### src/rtl/sdram_cmd_responder.sv
// Device-side SDRAM command bus checker: tracks open banks, refresh and self-refresh state and
// flags tRP/tRFC/tXSR and bank-state violations. Optional SDRAM_ERR_STICKY_EN latches err.
module sdram_cmd_responder #(
    parameter int unsigned TRP_CYC  = 2,
    parameter int unsigned TRFC_CYC = 8,
    parameter int unsigned TXSR_CYC = 8
) (
    input  logic        sys_clk,
    input  logic        sys_rst_n,
    input  logic        sdram_init,
    input  logic        sdram_cke,
    input  logic [3:0]  sdram_cmd,
    input  logic [1:0]  sdram_ba,
    input  logic [11:0] sdram_addr,
    output logic [3:0]  bank_open,
    output logic        sr_active,
    output logic [12:0] ref_count,
    output logic        err,
    output logic [2:0]  err_code,
    output logic        err_sticky
);

    localparam int unsigned MaxTrpTrfc = (TRP_CYC > TRFC_CYC) ? TRP_CYC : TRFC_CYC;
    localparam int unsigned MaxCyc     = (MaxTrpTrfc > TXSR_CYC) ? MaxTrpTrfc : TXSR_CYC;
    localparam int unsigned CntW       = $clog2(MaxCyc) + 1;

    localparam logic [CntW-1:0] TrpLast  = CntW'(TRP_CYC - 1);
    localparam logic [CntW-1:0] TrfcLast = CntW'(TRFC_CYC - 1);
    localparam logic [CntW-1:0] TxsrLast = CntW'(TXSR_CYC - 1);

    localparam logic [12:0] RefMax = 13'h1FFF;

    typedef enum logic [2:0] {
        StIdle,
        StTrp,
        StTrfc,
        StSr,
        StTxsr
    } state_e;

    // Low three bits of the command with cs_n asserted.
    typedef enum logic [2:0] {
        CmdMrs = 3'b000,
        CmdRef = 3'b001,
        CmdPre = 3'b010,
        CmdAct = 3'b011,
        CmdWr  = 3'b100,
        CmdRd  = 3'b101,
        CmdBst = 3'b110,
        CmdNop = 3'b111
    } cmd_e;

    state_e          state_q, state_d;
    logic [CntW-1:0] cnt_q, cnt_d;
    logic [3:0]      bank_q, bank_d;
    logic            sr_q, sr_d;
    logic [12:0]     ref_q, ref_d;
    logic            err_q, err_d;
    logic [2:0]      code_q, code_d;

    logic            cmd_quiet;
    logic            any_open;
    logic            err_set;
    logic [2:0]      err_val;
    logic            unused_addr;

    assign cmd_quiet   = sdram_cmd[3] | (sdram_cmd[2:0] == CmdNop);
    assign any_open    = |bank_q;
    assign unused_addr = ^{sdram_addr[11], sdram_addr[9:0]};

    always_comb begin
        state_d = state_q;
        cnt_d   = cnt_q;
        bank_d  = bank_q;
        sr_d    = sr_q;
        ref_d   = ref_q;
        err_set = 1'b0;
        err_val = 3'd0;

        if (!sdram_init) begin
            state_d = StIdle;
            cnt_d   = '0;
            bank_d  = 4'b0000;
            sr_d    = 1'b0;
        end else begin
            unique case (state_q)
                StIdle: begin
                    if (!sdram_cmd[3]) begin
                        if (sdram_cke) begin
                            case (sdram_cmd[2:0])
                                CmdAct: begin
                                    if (bank_q[sdram_ba]) begin
                                        err_set = 1'b1;
                                        err_val = 3'd5;
                                    end else begin
                                        bank_d[sdram_ba] = 1'b1;
                                    end
                                end
                                CmdRd, CmdWr: begin
                                    if (!bank_q[sdram_ba]) begin
                                        err_set = 1'b1;
                                        err_val = 3'd6;
                                    end
                                end
                                CmdPre: begin
                                    if (sdram_addr[10]) begin
                                        bank_d = 4'b0000;
                                    end else begin
                                        bank_d[sdram_ba] = 1'b0;
                                    end
                                    state_d = StTrp;
                                    cnt_d   = '0;
                                end
                                CmdRef: begin
                                    if (any_open) begin
                                        err_set = 1'b1;
                                        err_val = 3'd4;
                                    end
                                    if (ref_q != RefMax) begin
                                        ref_d = ref_q + 13'd1;
                                    end
                                    state_d = StTrfc;
                                    cnt_d   = '0;
                                end
                                CmdMrs, CmdBst: begin
                                    if (any_open) begin
                                        err_set = 1'b1;
                                        err_val = 3'd7;
                                    end
                                end
                                default: ;
                            endcase
                        end else if (sdram_cmd[2:0] == CmdRef) begin
                            if (any_open) begin
                                err_set = 1'b1;
                                err_val = 3'd4;
                            end
                            sr_d    = 1'b1;
                            state_d = StSr;
                        end
                        // Any other command with cke low is power-down: ignored.
                    end
                end
                StTrp: begin
                    if (!cmd_quiet) begin
                        err_set = 1'b1;
                        err_val = 3'd1;
                    end
                    cnt_d = cnt_q + 1'b1;
                    if (cnt_q == TrpLast) begin
                        state_d = StIdle;
                        cnt_d   = '0;
                    end
                end
                StTrfc: begin
                    if (!cmd_quiet) begin
                        err_set = 1'b1;
                        err_val = 3'd2;
                    end
                    cnt_d = cnt_q + 1'b1;
                    if (cnt_q == TrfcLast) begin
                        state_d = StIdle;
                        cnt_d   = '0;
                    end
                end
                StSr: begin
                    if (sdram_cke) begin
                        sr_d    = 1'b0;
                        ref_d   = 13'd0;
                        state_d = StTxsr;
                        cnt_d   = '0;
                    end
                end
                StTxsr: begin
                    if (!cmd_quiet) begin
                        err_set = 1'b1;
                        err_val = 3'd3;
                    end
                    cnt_d = cnt_q + 1'b1;
                    if (cnt_q == TxsrLast) begin
                        state_d = StIdle;
                        cnt_d   = '0;
                    end
                end
                default: begin
                    state_d = StIdle;
                    cnt_d   = '0;
                end
            endcase
        end

        err_d  = err_set;
        code_d = err_set ? err_val : code_q;
    end

    always_ff @(posedge sys_clk or negedge sys_rst_n) begin
        if (!sys_rst_n) begin
            state_q <= StIdle;
            cnt_q   <= '0;
            bank_q  <= 4'b0000;
            sr_q    <= 1'b0;
            ref_q   <= 13'd0;
            err_q   <= 1'b0;
            code_q  <= 3'd0;
        end else begin
            state_q <= state_d;
            cnt_q   <= cnt_d;
            bank_q  <= bank_d;
            sr_q    <= sr_d;
            ref_q   <= ref_d;
            err_q   <= err_d;
            code_q  <= code_d;
        end
    end

    assign bank_open = bank_q;
    assign sr_active = sr_q;
    assign ref_count = ref_q;
    assign err       = err_q;
    assign err_code  = code_q;

`ifdef SDRAM_ERR_STICKY_EN
    logic sticky_q;

    always_ff @(posedge sys_clk or negedge sys_rst_n) begin
        if (!sys_rst_n) begin
            sticky_q <= 1'b0;
        end else if (err_d) begin
            sticky_q <= 1'b1;
        end
    end

    assign err_sticky = sticky_q;
`else
    assign err_sticky = 1'b0;
`endif

endmodule

### config.mk
export PLATFORM = sky130hd
export DESIGN_NAME = sdram_cmd_responder
export DESIGN_NICKNAME = d
export VERILOG_FILES = /design/src/rtl/sdram_cmd_responder.sv
export SDC_FILE = /design/constraint.sdc
export NUM_CORES = 1
export LEC_CHECK = 0
export BUFFER_PORTS_ARGS = -buffer_cell sky130_fd_sc_hd__buf_4
export CAP_MARGIN = 0
export CELL_PAD_IN_SITES_DETAIL_PLACEMENT = 1
export CELL_PAD_IN_SITES_GLOBAL_PLACEMENT = 1
export CORE_ASPECT_RATIO = 0.8
export CORE_UTILIZATION = 32
export CTS_CLUSTER_SIZE = 16
export DETAILED_ROUTE_END_ITERATION = 8
export PLACE_DENSITY = 0.66
export SLEW_MARGIN = 20
export SYNTH_ARGS = -nofsm -noshare
export SYNTH_HDL_FRONTEND = slang
export SYNTH_SLANG_ARGS = --single-unit
### constraint.sdc
create_clock -name sys_clk -period 1.89 [get_ports sys_clk]
set_input_delay 0.2835 -clock sys_clk [delete_from_list [all_inputs] [get_ports sys_clk]]
set_output_delay 0.2835 -clock sys_clk [all_outputs]
set_load 0.05 [all_outputs]
---- Word-level counts from Yosys, hierarchy flattened ----
Index checks and enable logic that the tools add are counted.
storage, ports and cells
  logic and storage cells ................. 129
  output and inout port bits .............. 23
  flip-flop bits (word level) ............. 29
  input port bits ......................... 22
operators by class
  equality and inequality tests ........... 35
  bitwise gates (word level) .............. 4
  $lt $le $gt $ge ......................... 2
  add/sub/neg operators ................... 2
  multiplexer cells ....................... 63
  reductions and logical operators ........ 16
operators by type and width
  operator                                       number
  two-way mux 13 bit                             5
  two-way mux 4 bit                              13
  two-way mux 3 bit                              15
  one-hot mux 3 bit (4 select lines)             3
  one-hot mux 13 bit (2 select lines)            1
  != test 3 bit, second input constant           8
  two-way mux 1 bit                              16
  one-hot mux 4 bit (4 select lines)             1
  == test 3 bit, second input constant           5
  adder 13 x 1 -> 13 bit, second input constant  1
  != test 13 bit, second input constant          1
  == test 3 x 2 -> 1 bit, second input constant  4
  != test 2 bit, second input constant           6
  AND reduction 5 bit                            2
  one-hot mux 4 bit (2 select lines)             1
  OR reduction 2 bit                             4
  AND reduction 7 bit                            1
  == test 3 x 1 -> 1 bit, second input constant  2
  zero test 3 bit                                2
  != test 3 x 1 -> 1 bit, second input constant  2
  one-hot mux 3 bit (2 select lines)             1
  AND reduction 6 bit                            1
  OR reduction 3 bit                             2
  adder 4 x 1 -> 4 bit, second input constant    1
  21 further kinds                               24

---- Depth between registers and ports, before layout ----
Gate-level depths: netlist of the first run.
  depth in word-level cells ............... 12
  gate-level depth with buffers ........... 8
  depth with buffers taken out ............ 6

---- Worst setup path after synthesis of the first run ----
No wires, ideal clock.
  kind .................................... register to register
  start ................................... register ref_q[0] (netlist: ref_count[0])
  end ..................................... register ref_q[5] (netlist: ref_count[5])
  library setup time ...................... 0.110 ns
  period minus slack after synthesis ...... 2.283 ns
  required time ........................... 1.780 ns
  setup slack ............................. -0.393 ns
  cell stages (with the launch flop) ...... 9
  path buffers ............................ 2
  data arrival time ....................... 2.172 ns
  cell sequence ........................... dfrtp_1 > ha_1 > nand4_1 > nor4_1 > and3_1 > clkbuf_1 > clkbuf_1 > o31ai_1 > o41ai_1
on the way
  word-level cells in the longest chain between the ends .. 6
  elaborated cells between the ends (all ways) .. 9
  those cells by class .................... add/sub: 1; eq/ne: 2; mux: 5; reduce/logical: 1
ends and longest elaborated chain
  what                                 line  text
  start, declared                      57    logic [12:0] ref_q, ref_d;
  start signal, assigned               210   ref_q <= ref_d;
  adder 13 x 1 -> 13 bit               120   ref_d = ref_q + 13'd1;
  two-way mux 13 bit                   119   if (ref_q != RefMax) begin
  two-way mux 13 bit                   90    case (sdram_cmd[2:0])
  two-way mux 13 bit                   89    if (sdram_cke) begin
  two-way mux 13 bit                   88    if (!sdram_cmd[3]) begin
  one-hot mux 13 bit (2 select lines)  86    unique case (state_q)
Several ways; a longest one is shown, not always the timed one. The select of a mux whose other input is x is not followed.
A chain may end at the register's enable or synchronous reset.

---- Worst setup path in the final report of the first run ----
  start ................................... register state_q[1]
  end ..................................... register code_q[1] (netlist: err_code[1])
on the way
  word-level cells in the longest chain between the ends .. 4
  elaborated cells between the ends (all ways) .. 9
  those cells by class .................... eq/ne: 3; mux: 4; reduce/logical: 2
ends and longest elaborated chain
  what                                         line  text
  start, declared                              53    state_e state_q, state_d;
  start signal, assigned                       198   state_q <= StIdle;
  start signal, assigned                       206   state_q <= state_d;
  == test 3 bit, or another cell as far along  86
  OR reduction 3 bit (no source line)          n/a
  one-hot mux 1 bit (2 select lines) (*)       86
  two-way mux 1 bit (*)                        80    if (!sdram_init) begin
  net err_d                                    58    logic err_q, err_d;
  end signal, assigned                         212   code_q <= code_d;
  end, declared                                59    logic [2:0] code_q, code_d;
The timed path passes the listed nets; every way through them passes the cells marked *.

==> results of run 1 <==
[synth_stat cells, types with 4 or more instances]
master / count / area [um^2]
nor3_1: 6 / 30.0
clkbuf_1: 8 / 30.0
nand2_1: 15 / 56.3
nand2b_1: 5 / 31.3
a21boi_0: 4 / 30.0
nand4_1: 4 / 25.0
a21oi_1: 6 / 30.0
inv_1: 8 / 30.0
nand3_1: 13 / 65.1
nor2_1: 16 / 60.1
o21ai_0: 19 / 95.1
o31ai_1: 20 / 150
dfrtp_1: 29 / 726
[flip-flops by register name, indices dropped and copies added, names as in the netlist]
| register | cells |
|---|---|
| ref_count | 13 |
| bank_open | 4 |
| cnt_q | 4 |
| err_code | 3 |
| state_q | 3 |
| err | 1 |
| sr_active | 1 |
[critical path, cell delays in order (launching register included)]
cell,delay [ps]
dfrtp_2,430
or4b_4,560
nor2_4,180
o311ai_4,120
o211ai_4,250
mux2_4,320
[path summary, 6_finish.rpt]
| check | startpoint | endpoint | slack (ps) | cells after the start |
|---|---|---|---|---|
| setup / recovery | state_q[1]$_DFFE_PN0P_ | err_code[1]$_DFFE_PN0P_ | -90 | 5 |
| hold / removal | sdram_cke | ref_count[12]$_DFFE_PN0P_ | 280 | 2 |
| setup reg to reg | state_q[1]$_DFFE_PN0P_ | err_code[1]$_DFFE_PN0P_ | -90 | 5 |
| hold reg to reg | err_code[1]$_DFFE_PN0P_ | err_code[1]$_DFFE_PN0P_ | 520 | 1 |
| max in group asynchronous | sys_rst_n | state_q[1]$_DFFE_PN0P_ | 1100 | 2 |
| min in group asynchronous | sys_rst_n | ref_count[9]$_DFFE_PN0P_ | 470 | 2 |
[stage by stage]
| step | cells | setup slack, ps | TNS (ps) | power, mW | instance area (um^2) |
|---|---|---|---|---|---|
| 4_1_cts | 364 | -120 | -851 | 2.92 | 2660 |
| 2_1_floorplan | 222 | -97.1 | -505 | 1.76 | 2020 |
| 3_3_place_gp | 353 | -145 | -470 | 2.25 | 2520 |
| 6_report | 368 | -94.3 | -186 | 3.09 | 2920 |
| 3_5_place_dp | 353 | -174 | -1350 | 2.29 | 2520 |
| 5_1_grt | 368 | -146 | -719 | 3.28 | 2920 |
[cell families (layout without fill, tap and decap cells)]
| kind of cell | Yosys count | count (layout) |
|---|---|---|
| flip-flops | 29 | 29 |
| multiplexers | 7 | 7 |
| AND/OR/NAND/NOR | 81 | 82 |
| adder cells (fa/ha/maj) | 3 | 3 |
| other | 1 | 1 |
| AO/OA/AOI/OAI | 74 | 74 |
| XOR/XNOR | 4 | 4 |
| buffers and inverters | 23 | 87 |
[area by class of cell]
class                           instances  share of cell area
Clock buffer                            8              0.0308
Inverter                                8              0.0103
Multi-Input combinational cell        171               0.479
Sequential cell                        29               0.254
Tap cell                               81              0.0347
Timing Repair Buffer                   71               0.191
[where the power goes]
part | internal [mW] | switching (mW) | leakage (nW)
combinational | 0.692 | 0.953 | 0.784
clock | 0.297 | 0.256 | 0.0455
sequential | 0.754 | 0.137 | 0.367
[repair_timing]
action | in CTS | in global routing
setup endpoints to repair | 16 | 24
gates resized for setup | 7 | 54
hold endpoints to repair | 29 | 0
pin swaps | 2 | 21
hold buffers | 1 | 0
setup buffers | 2 | 3
cloned | 0 | 1
[per-layer routing]
metal	global-route usage	part of all wire	vias up
met5	0	0	-
met4	0.0776	0.015	0
met3	0.0319	0.026	7
met2	0.324	0.47	36
met1	0.291	0.49	983
li1	-	-	958
==> metrics.md, run 1 <==
| Metric | Value |
|---|---|
| TritonCTS clock tree | `built` |
| Core area | `5910 um^2` |
| DR vias | `1,984` |
| Largest family of logic cells by synthesized area | `compound AO/OA/AOI/OAI gates` |
| Clk_lat worst skew | `290 ps` |
| Chip width | `89.5 um` |
| Crit path max fanout | `4` |
| Failing checks | `setup timing` |
| Clock sinks | `29` |
| Vias in the first global route | `1,955` |
| Post-synth top flop | `dfrtp_1` |
| Port Buf Inserts | `32` |
| Min Tclk post-route | `1980 ps` |
| Most common cell after layout, fill and taps aside | `buf_4` |
| Simple-Gate Fraction of Synth Area | `0.226` |
| PwrDens | `1060 nW/um^2` |
| Final antenna-violating net count | `0` |
| Vias per cell | `5.39` |
| Synth unique cells | `55` |
| Root buf cell | `clkbuf_8` |
| Most frequent cells in the layout | `buf_4, dfrtp_1, nor2_1` |
| Max_cap viols | `0` |
| Final setup vio count | `2` |
| Filler instances | `662` |
| FF+latch count, synth | `29` |
| Largest net degree at the start of global routing | `30` |
| Fin crit share | `1.05` |
| Post-synthesis compound-gate area fraction | `0.265` |
| Max Slew Vio Count | `0` |
| Adder-Cell Fraction of Synth Area | `0.0191` |
| Endpoints failing hold | `0` |
| 1st-pass router iterations | `4` |
| Syn Std Cell Area | `1960 um^2` |
| Total track usage | `0.208` |
| Multi-input logic area | `1400 um^2` |
| GPL Wtd Cong | `0.818` |
| First-pass GRT wire length | `9990 um` |
| Total CTS buffers | `5` |
| Initial antenna violation count | `0` |
| FP Rows | `25` |
| DRC | `0` |
| Endpoint type of the worst setup path | `register` |
| Final setup margin | `-94.3 ps` |
| Multiplexer share of the synthesized area | `0.0440` |
| Max Buffers Root-to-Sink | `2` |
| Crit path kind | `reg -> reg` |
| Crit path launch type | `register` |
| Die span in y | `72.0 um` |
| Syn Inst Count | `222` |
| Layout cells sized above 1 | `0.474` |
| Syn avg cell area | `8.83 um^2` |
| Fraction of the yosys area taken by sequential cells | `0.370` |
| Crit path DAT | `2160 ps` |
| Die area | `6450 um^2` |
| Post-Synth XOR/XNOR Area | `0.0179` |
| Area Overhead vs Synth | `49.0%` |
| Starting DRT DRC Count | `81` |
| Routed wire length | `6350 um` |
| Worst hold margin | `285 ps` |
| HP Class | `in -> reg` |
| CTS clock-pin slew for the worst setup and hold paths | `70 ps` |
| Status | `complete, but fails checks` |
| Syn Nets | `247` |
| Antenna diodes | `0` |
| Boundary Pins | `45` |
| Hpwl dp | `4320 um` |
| Syn. warnings | `0` |
| Static leakage | `1.20 nW` |
| Post-synth ARST share | `1.00` |
| Fin util | `0.494` |
| Reg area | `742 um^2` |
| Starting Density | `0.332` |
| Routed len/inst | `17.3 um` |
| Peak supply drop | `0.507 mV` |
| Worst path required time | `2060 ps` |
| Unrepaired setup endpoints after global routing | `true` |
| Clock skew | `4.70 ps` |
| H-Tree Depth | `2` |
| Post-synth EDFFs | `0` |
| # nets final | `311` |
| Grt total ovfl | `0` |
| Peak Freq | `504 MHz` |
Power figures use the tool's default switching activity.
==> run 2: changes to the inputs <==
PLACE_DENSITY = not set   (was 0.66)
PLACE_DENSITY_LB_ADDON = 0.1   (was not set)
==> run 2 against run 1 <==
Net effect: the run still ends with setup timing left; worst hold slack got worse by 13 ps; fmax is 1.6% higher; clock power fell by 3%; register-to-register slack improved by 30 ps; via count grew 2.0%; critical endpoint is now err_code[0]$_DFFE_PN0P_; largest cell class unchanged.
==> metrics.md, run 2 (same netlist as run 1, synthesis figures left out) <==
| Metric | Value |
|---|---|
| Total power | `3.11 mW (was 3.09 mW)` |
| Status | `complete, but fails checks (unchanged)` |
| Initial antenna violation count | `0 (unchanged)` |
| Met2 Use GR | `0.316 (was 0.324)` |
| DR vias | `2,023 (was 1,984)` |
| Max_cap viols | `0 (unchanged)` |
| Layout cells sized above 1 | `0.481 (was 0.474)` |
| Largest net degree at the start of global routing | `30 (unchanged)` |
| Unrepaired setup endpoints after global routing | `true (unchanged)` |
| Area Overhead vs Synth | `49.7% (was 49.0%)` |
| R2r endpoint | `err_code[0]$_DFFE_PN0P_ (was err_code[1]$_DFFE_PN0P_)` |
| Endpoints failing hold | `0 (unchanged)` |
| Core area | `5910 um^2 (unchanged)` |
| Fin crit share | `1.03 (was 1.05)` |
| Max Buffers Root-to-Sink | `2 (unchanged)` |
| Vias per cell | `5.38 (was 5.39)` |
| Max reg flops | `13 (unchanged)` |
| Endpoint type of the worst setup path | `register (unchanged)` |
| H-Tree Depth | `2 (unchanged)` |
| Max Slew Vio Count | `0 (unchanged)` |
| Die area | `6450 um^2 (unchanged)` |
| Hold path endpoint | `ref_count[12]$_DFFE_PN0P_ (unchanged)` |
| CTS clock-pin slew for the worst setup and hold paths | `70 ps (about the same)` |
| Routed len/inst | `17.5 um (was 17.3 um)` |
| Final setup margin | `-62.1 ps (was -94.3 ps)` |
| # nets final | `319 (was 311)` |
| Switching share of total power | `0.439 (was 0.436)` |
| Crit path DAT | `2140 ps (was 2160 ps)` |
| Total track usage | `0.213 (was 0.208)` |
| FP Rows | `25 (unchanged)` |
| Failing checks | `setup timing (unchanged)` |
| Met3 Use GR | `0.0512 (was 0.0319)` |
| DRC | `0 (unchanged)` |
| Min Tclk post-route | `1950 ps (was 1980 ps)` |
| TritonCTS clock tree | `built (unchanged)` |
| Antenna diodes | `0 (unchanged)` |
| Grt total ovfl | `0 (unchanged)` |
| Crit path launch type | `register (unchanged)` |
| Die span in y | `72.0 um (unchanged)` |
| Internal | `1.74 mW (about the same)` |
| Starting DRT DRC Count | `70 (was 81)` |
| Clock skew | `4.29 ps (was 4.70 ps)` |
| First-pass GRT wire length | `10,200 um (was 9990 um)` |
| Final setup vio count | `4 (was 2)` |
| Root buf cell | `clkbuf_8 (unchanged)` |
| Final antenna-violating net count | `0 (unchanged)` |
| Worst Hold Launch | `sdram_cke (unchanged)` |
| Port Buf Inserts | `32 (unchanged)` |
| Reg2reg start | `state_q[1]$_DFFE_PN0P_ (unchanged)` |
| Hpwl dp | `4540 um (was 4320 um)` |
| Crit path max fanout | `6 (was 4)` |
| Filler instances | `682 (was 662)` |
| 1st-pass router iterations | `4 (unchanged)` |
| GPL Wtd Cong | `0.772 (was 0.818)` |
| Slack of the worst reg-to-reg path | `-60 ps (was -90 ps)` |
| Most common cell after layout, fill and taps aside | `buf_4 (unchanged)` |
| Chip width | `89.5 um (unchanged)` |
| Clock sinks | `29 (unchanged)` |
| GRT met1 Usage | `0.310 (was 0.291)` |
| Setup total negative slack | `-191 ps (was -186 ps)` |
| Worst path required time | `2080 ps (was 2060 ps)` |
| Boundary Pins | `45 (unchanged)` |
| Starting Density | `0.332 (unchanged)` |
| HP Class | `in -> reg (unchanged)` |
| Logic pwr share | `0.535 (was 0.533)` |
| Routed wire length | `6600 um (was 6350 um)` |
| Reg power frac | `0.291 (was 0.288)` |
| GR peak layer | `met2 (unchanged)` |
| Hold Crit Depth | `2 (unchanged)` |
| Worst Reg-to-Reg Cells | `5 (unchanged)` |
| Psw | `1.36 mW (was 1.35 mW)` |
| PwrDens | `1060 nW/um^2 (about the same)` |
| Peak Freq | `512 MHz (was 504 MHz)` |
| Clk_lat worst skew | `300 ps (was 290 ps)` |
| Peak supply drop | `0.407 mV (was 0.507 mV)` |
| Total CTS buffers | `5 (unchanged)` |
| Clk pwr share | `0.173 (was 0.179)` |
| Vias in the first global route | `1,990 (was 1,955)` |
| Crit path kind | `reg -> reg (unchanged)` |
| Static leakage | `1.21 nW (was 1.20 nW)` |
| Most frequent cells in the layout | `buf_4, nand2_1, o21ai_0, dfrtp_1 (was buf_4, dfrtp_1, nor2_1)` |
## run 2: changes by cell type in the layout (fill, tap and decap cells not counted), moves of 2 or more
cell,delta
nand3_1,+3
mux2_2,+2
o21ai_2,-3
nand3_2,-3
o31ai_1,-5
o21ai_0,+4
clkbuf_1,-2
clkinv_2,+2
mux2_4,-2
o31ai_2,+5
buf_4,+8
## run 2: layout make-up
type                            instances  area, um^2  area share
Multi-Input combinational cell        171        1360       0.462
Sequential cell                        29         743       0.253
Timing Repair Buffer                   79         619       0.211
Tap cell                               81         101      0.0345
Clock buffer                            5        68.8      0.0234
Inverter                                8        30.0      0.0102
Clock inverter                          3        17.5     0.00597
## run 2: per-stage QoR
stage / utilization / cell area (um^2) / cells / setup WS [ps] / hold WS [ps]
finish: 0.497 / 2940 / 376 / -62.1 / 272
global route: 0.497 / 2940 / 376 / -125 / 289
CTS: 0.460 / 2720 / 369 / -97.4 / 270
detailed placement: 0.432 / 2550 / 357 / -172 / 255
global placement: 0.432 / 2550 / 357 / -92.3 / 250
floorplan: - / 2020 / 222 / -97.1 / -12.1
## run 2: critical path, stage by stage (launching register included)
cell      delay (ps)
dfrtp_2          450
or4b_4           560
nor2_4           140
o311ai_4         110
o211ai_2         220
mux2_2           360
## run 2: repair_timing
| action | 4_1_cts | 5_1_grt |
|---|---|---|
| setup buffers | 2 | 8 |
| hold endpoints to repair | 29 | 0 |
| pin swaps | 3 | 11 |
| cloned | 1 | 0 |
| endpoints found under the setup margin | 17 | 24 |
| gates resized for setup | 11 | 39 |
| hold buffers | 1 | 0 |
## run 2: power groups by stage
| stage | Clock (mW) | Sequential [mW] | Combinational [mW] |
|---|---|---|---|
| 3_5_place_dp | 0 | 0.907 | 1.43 |
| 4_1_cts | 0.550 | 0.898 | 1.50 |
| 3_3_place_gp | 0 | 0.902 | 1.40 |
| 5_1_grt | 0.568 | 0.921 | 1.79 |
| 2_1_floorplan | 0 | 1.19 | 0.569 |
| 6_report | 0.539 | 0.906 | 1.66 |
## run 2: worst max path at each step
stage	startpoint	endpoint	slack, ps	depth (start not counted)
2_1_floorplan	bank_open[3]$_DFFE_PN0P_	err_code[0]$_DFFE_PN0P_	-100	5
3_3_place_gp	state_q[1]$_DFFE_PN0P_	err_code[0]$_DFFE_PN0P_	-90	5
3_5_place_dp	state_q[1]$_DFFE_PN0P_	err_code[0]$_DFFE_PN0P_	-170	5
4_1_cts	state_q[1]$_DFFE_PN0P_	err_code[0]$_DFFE_PN0P_	-100	5
5_1_grt	state_q[1]$_DFFE_PN0P_	err_code[0]$_DFFE_PN0P_	-130	5
6_report	state_q[1]$_DFFE_PN0P_	err_code[0]$_DFFE_PN0P_	-60	5
## run 2: per-layer routing
layer	part of all wire	vias up
met3	0.037	6
met2	0.47	41
met1	0.49	1005
met5	0	-
met4	0.0094	0
li1	-	971
